`config.mk`:
```
export PLATFORM = sky130hd
export DESIGN_NAME = crc10_framer
export DESIGN_NICKNAME = d
export VERILOG_FILES = /design/src/rtl/crc10_framer.sv
export SDC_FILE = /design/constraint.sdc
export NUM_CORES = 1
export LEC_CHECK = 0
export BUFFER_PORTS_ARGS = -buffer_cell sky130_fd_sc_hd__clkbuf_2
export CAP_MARGIN = 25
export CORE_MARGIN = 2
export CORE_UTILIZATION = 43
export DETAILED_ROUTE_END_ITERATION = 8
export HOLD_SLACK_MARGIN = 0.06
export PLACE_DENSITY_LB_ADDON = 0.08
export SETUP_SLACK_MARGIN = 0.3
export SLEW_MARGIN = 40
export SYNTH_ARGS = -nofsm -noshare
export SYNTH_HDL_FRONTEND = slang
export SYNTH_SLANG_ARGS = --single-unit
```
`constraint.sdc`:
```
create_clock -name clk -period 2 [get_ports clk]
set_clock_uncertainty 0.1 [all_clocks]
set_input_delay 0.4 -clock clk [delete_from_list [all_inputs] [get_ports clk]]
set_output_delay 0.4 -clock clk [all_outputs]
set_load 0.03 [all_outputs]
```
`src/rtl/crc10_framer.sv`:
```
// rtl/crc10_framer.sv - CRC-10 frame trailer generator, bit-serial LFSR, one word per 34 clocks.
module crc10_framer #(
  parameter logic [9:0] CRC_INIT = 10'h000
) (
  input  logic        clk,
  input  logic        rst,
  input  logic [31:0] s_data,
  input  logic        s_valid,
  input  logic        s_last,
  output logic        s_ready,
  output logic [31:0] m_data,
  output logic        m_valid,
  output logic        m_last,
  input  logic        m_ready,
  output logic [9:0]  crc_out
);

  typedef enum logic [1:0] {
    ST_IDLE   = 2'd0,
    ST_CALC   = 2'd1,
    ST_SEND_D = 2'd2,
    ST_SEND_C = 2'd3
  } state_t;

  state_t      r_state;
  logic [9:0]  r_crc;
  logic [31:0] r_hold_data;
  logic        r_hold_last;
  logic [4:0]  r_bit_cnt;
  logic        r_m_valid;
  logic        r_m_last;
  logic [31:0] r_m_data;

  logic        w_bit;
  logic        w_fb;
  logic [9:0]  w_crc_next;

  // One LFSR step for G(x)=x^10+x^9+x^5+x+1, feedback into taps 0, 1, 5 and 9.
  always_comb begin
    w_bit      = r_hold_data[r_bit_cnt];
    w_fb       = r_crc[9] ^ w_bit;
    w_crc_next = {r_crc[8] ^ w_fb, r_crc[7:5], r_crc[4] ^ w_fb,
                  r_crc[3:1], r_crc[0] ^ w_fb, w_fb};
  end

  always_ff @(posedge clk or negedge rst) begin
    if (!rst) begin
      r_state     <= ST_IDLE;
      r_crc       <= CRC_INIT;
      r_hold_data <= 32'h0;
      r_hold_last <= 1'b0;
      r_bit_cnt   <= 5'd0;
      r_m_valid   <= 1'b0;
      r_m_last    <= 1'b0;
      r_m_data    <= 32'h0;
    end else begin
      case (r_state)
        ST_IDLE: begin
          if (s_valid) begin
            r_hold_data <= s_data;
            r_hold_last <= s_last;
            r_bit_cnt   <= 5'd0;
            r_state     <= ST_CALC;
          end
        end
        ST_CALC: begin
          r_crc     <= w_crc_next;
          r_bit_cnt <= r_bit_cnt + 5'd1;
          if (r_bit_cnt == 5'd31) begin
            r_state   <= ST_SEND_D;
            r_m_valid <= 1'b1;
            r_m_data  <= r_hold_data;
            r_m_last  <= 1'b0;
          end
        end
        ST_SEND_D: begin
          if (m_ready) begin
            if (r_hold_last) begin
              r_state  <= ST_SEND_C;
              r_m_data <= {22'b0, r_crc};
              r_m_last <= 1'b1;
            end else begin
              r_state   <= ST_IDLE;
              r_m_valid <= 1'b0;
            end
          end
        end
        ST_SEND_C: begin
          if (m_ready) begin
            r_crc     <= CRC_INIT;
            r_m_valid <= 1'b0;
            r_m_last  <= 1'b0;
            r_state   <= ST_IDLE;
          end
        end
        default: r_state <= ST_IDLE;
      endcase
    end
  end

  assign s_ready = (r_state == ST_IDLE);
  assign m_valid = r_m_valid;
  assign m_last  = r_m_last;
  assign m_data  = r_m_data;
  assign crc_out = r_crc;

endmodule

```
==> impl_metrics.env <==
export IMPL_globalRouteOverflowTotal=0
export IMPL_start_util=0.4500
export IMPL_endpoint_kind="flip-flop"
export IMPL_die_w_um=97.20
export IMPL_synth_area_mm2=0.003735
export IMPL_numCtsBuffers=9
export IMPL_worstMarginPinSlew_ns=0.3979
export IMPL_fin_crit_ns=2.204
export IMPL_pwr_density_cell_mw_per_mm2=1742
export IMPL_gp_congestion=0.7617
export IMPL_synth_top_area_frac=0.5628
export IMPL_power_uw=8957
export IMPL_grt_max_degree=30
export IMPL_root_buffer="clkbuf_8"
export IMPL_ios=82
export IMPL_r2r_start="r_bit_cnt[1]$_DFFE_PN0P_"
export IMPL_fin_tns_setup_ns=-6.318
export IMPL_wl_per_cell_um=17.25
export IMPL_synth_nets=337
export IMPL_whs_endpoint="r_hold_last$_DFFE_PN0P_"
export IMPL_ys_warn_count=0
export IMPL_critPathSlowestCell="dfrtp_1"
export IMPL_min_delay_start="s_last"
export IMPL_synth_avg_cell_area_um2=12.53
export IMPL_dr_first_iter_drc_count=128
export IMPL_drc_errors=0
export IMPL_die_area_mm2=0.009447
export IMPL_leakagePower_uw=0.002452
export IMPL_synth_area_mux_share=0.1809
export IMPL_final_layout_size_suffix_gt1_frac=0.4928
export IMPL_hold_path_class="in -> reg"
export IMPL_critPathBufInv=5
export IMPL_synth_compound_area_frac=0.1363
export IMPL_diodes=0
export IMPL_cts_max_level=3
export IMPL_synthSimpleGateAreaFrac=0.07002
export IMPL_cts_sinks=84
export IMPL_max_freq_ghz=0.4538
export IMPL_synth_top_family_by_area="multiplexers"
export IMPL_synth_top_area_cell="dfrtp_1"
export IMPL_dp_cells=487
export IMPL_portBuffers=81
export IMPL_final_hold_viol_count=0
export IMPL_vias=2833
export IMPL_path_class="reg -> reg"
export IMPL_die_y_um=97.20
export IMPL_synth_edf_count=0
export IMPL_synth_most_common_cell="dfrtp_1"
export IMPL_min_path_cells=3
export IMPL_rows=33
export IMPL_grt_pass1_wl_um=14610
export IMPL_rr_endpoint="m_data[8]$_DFFE_PN0P_"
export IMPL_cp_cell_sequence="buf_6 -> buf_4 -> ha_4 -> and3_4 -> ha_4 -> and2_4 -> a31oi_4 -> buf_12 -> buf_12 -> clkbuf_16 -> nand2_1 -> o21ai_1"
export IMPL_setup_viol=36
export IMPL_antenna_found_initial=0
export IMPL_synth_fa_ha_area_frac=0.006700
export IMPL_clk_pin_slew_ns=0.09
export IMPL_areaGrowthSynthToFinish_pct=37.69
export IMPL_ys_top_cells_by_area="dfrtp_1 (56%), mux2_2 (9.6%), mux2i_1 (7.2%), a22o_1 (6.6%), o21ai_0 (3.2%)"
export IMPL_max_cap_violations=0
export IMPL_stdcell_count=523
export IMPL_reg2regPathDepth=12
export IMPL_ys_async_sr_fraction=1.000
export IMPL_cts_tree="built"
export IMPL_yosysSeqAreaShare=0.5628
export IMPL_drt_pass1_iter_count=4
export IMPL_outcome="finished, violations left"
export IMPL_worst_ir_drop_vdd_uv=856.9
export IMPL_synth_cells=298
export IMPL_crit_required_ns=2.19
export IMPL_dp_hpwl_um=5933
export IMPL_place_ws_ns=-0.1859
export IMPL_crit_path_max_incr_delay_ns=0.43
export IMPL_hold_slack_ns=0.1628
export IMPL_synth_seq_cells=84
export IMPL_nNetsFinal=452
export IMPL_clk_path_buf_depth=2
export IMPL_slew_headroom=0.7339
export IMPL_arrival_ns=2.39
export IMPL_fin_crit_sh=1.102
export IMPL_wirelength_um=9024
export IMPL_fin_ws_ns=-0.2037
export IMPL_start_kind="flip-flop"
export IMPL_yosys_top_cells_count="dfrtp_1 (84), mux2_2 (32), a22o_1 (28), mux2i_1 (27)"
export IMPL_synth_xor_xnor_area_share=0.01407
export IMPL_grt_pass1_vias=2790
export IMPL_r2r_slack_ns=-0.20
export IMPL_violations="setup timing"
export IMPL_post_drt_via_cell_ratio=5.417
export IMPL_critPathMaxFanout=8
export IMPL_cp_top_family="buffers and inverters"
export IMPL_core_area_mm2=0.008299
export IMPL_clkLatencyLatePin_ns=0.36
export IMPL_grt_setup_unrepaired="true"
export IMPL_slew_viol_final=0
export IMPL_ys_types=38
export IMPL_synth_main_ff_cell="dfrtp_1"
export IMPL_detail_route_antenna_nets=0
export IMPL_grtUsageTotal=0.1959
## cells in the final DEF, fill, tap and decap left out, types with 2 or more instances in the layout
| cell type | netlist | routed |
|---|---|---|
| clkbuf_8 | 0 | 11 |
| o22ai_2 | 0 | 3 |
| mux2i_2 | 0 | 2 |
| mux2i_1 | 27 | 25 |
| or3b_2 | 3 | 3 |
| o21ai_2 | 0 | 4 |
| and2_1 | 3 | 2 |
| a221o_1 | 2 | 2 |
| nand3b_1 | 2 | 2 |
| nor2b_1 | 5 | 3 |
| clkbuf_2 | 0 | 79 |
| mux4_2 | 2 | 2 |
| buf_6 | 2 | 6 |
| o211a_1 | 2 | 2 |
| o21ai_1 | 1 | 13 |
| clkbuf_16 | 0 | 2 |
| nor2_1 | 6 | 6 |
| bufinv_16 | 0 | 2 |
| nand2_1 | 24 | 23 |
| mux2_2 | 32 | 32 |
| nand2b_1 | 2 | 2 |
| dfrtp_1 | 84 | 81 |
| buf_12 | 0 | 8 |
| ha_4 | 0 | 2 |
| xnor2_1 | 5 | 2 |
| buf_16 | 0 | 4 |
| a22o_1 | 28 | 28 |
| dfrtp_2 | 0 | 3 |
| o21ai_0 | 24 | 8 |
| xnor2_2 | 0 | 3 |
| buf_4 | 0 | 25 |
| a31oi_1 | 4 | 3 |
## worst min-delay path, delay by kind of cell
family                 cells  cell delay [ns]
AO/OA/AOI/OAI              1             0.06
AND/OR/NAND/NOR            1             0.04
buffers and inverters      1             0.08
## state kept, by name (all words and copies together), names as in the netlist
register     cells
m_data          32
r_hold_data     32
crc_out         10
r_bit_cnt        5
r_state          2
m_last           1
m_valid          1
r_hold_last      1
## metal layers
| metal | share of wire | up-vias | track usage |
|---|---|---|---|
| li1 | - | 1319 | - |
| met1 | 0.47 | 1423 | 0.2848 |
| met2 | 0.47 | 80 | 0.2922 |
| met3 | 0.046 | 11 | 0.04029 |
| met4 | 0.015 | 0 | 0.06826 |
| met5 | 0 | - | 0 |
## cell families (layout without fill, tap and decap cells)
logic type	count (synthesis)	in the layout
xor+xnor	6	6
compound gates	71	71
flops	84	84
buf+inv	24	144
fa+ha+maj	2	2
mux	61	61
simple gates	50	50
## worst max-delay path by stage
stage,end,depth (start not counted),slack [ns],startpoint
CTS,crc_out[1]$_DFFE_PN0P_,7,-0.17,r_bit_cnt[1]$_DFFE_PN0P_
global placement,crc_out[5]$_DFFE_PN0P_,6,-0.15,r_bit_cnt[2]$_DFFE_PN0P_
floorplan,crc_out[1]$_DFFE_PN0P_,8,-0.08,r_bit_cnt[1]$_DFFE_PN0P_
global route,crc_out[9]$_DFFE_PN0P_,9,-0.29,r_bit_cnt[1]$_DFFE_PN0P_
detailed placement,crc_out[1]$_DFFE_PN0P_,7,-0.19,r_bit_cnt[1]$_DFFE_PN0P_
finish,m_data[8]$_DFFE_PN0P_,12,-0.20,r_bit_cnt[1]$_DFFE_PN0P_
## repair_timing
action,4_1_cts,5_1_grt
gates resized for setup,43,13
buffers inserted,9,4
hold buffers,1,0
gates cloned,4,2
pin swaps,2,7
hold endpoints to repair,25,0
setup endpoints to repair,41,49
## report_power, final
| group | internal, µW | switching, µW | total (µW) |
|---|---|---|---|
| registers | 2500 | 756 | 3250 |
| clock network | 774 | 613 | 1390 |
| logic | 2120 | 2190 | 4320 |
## stage by stage
stage	instance area, µm²	utilization
after floorplan	3830	-
after global placement	4456	0.5369
after detailed placement	4456	0.5369
after CTS	5006	0.6032
after global routing	5142	0.6196
final	5142	0.6196
## layout make-up
class | count | area, µm²
Fill cell | 676 | 3157
Sequential cell | 84 | 2106
Multi-Input combinational cell | 190 | 1665
Timing Repair Buffer | 127 | 1003
Clock buffer | 11 | 151.4
Tap cell | 105 | 131.4
Clock inverter | 5 | 81.33
Inverter | 1 | 3.754
No activity file was read; power rests on OpenSTA's default activity.
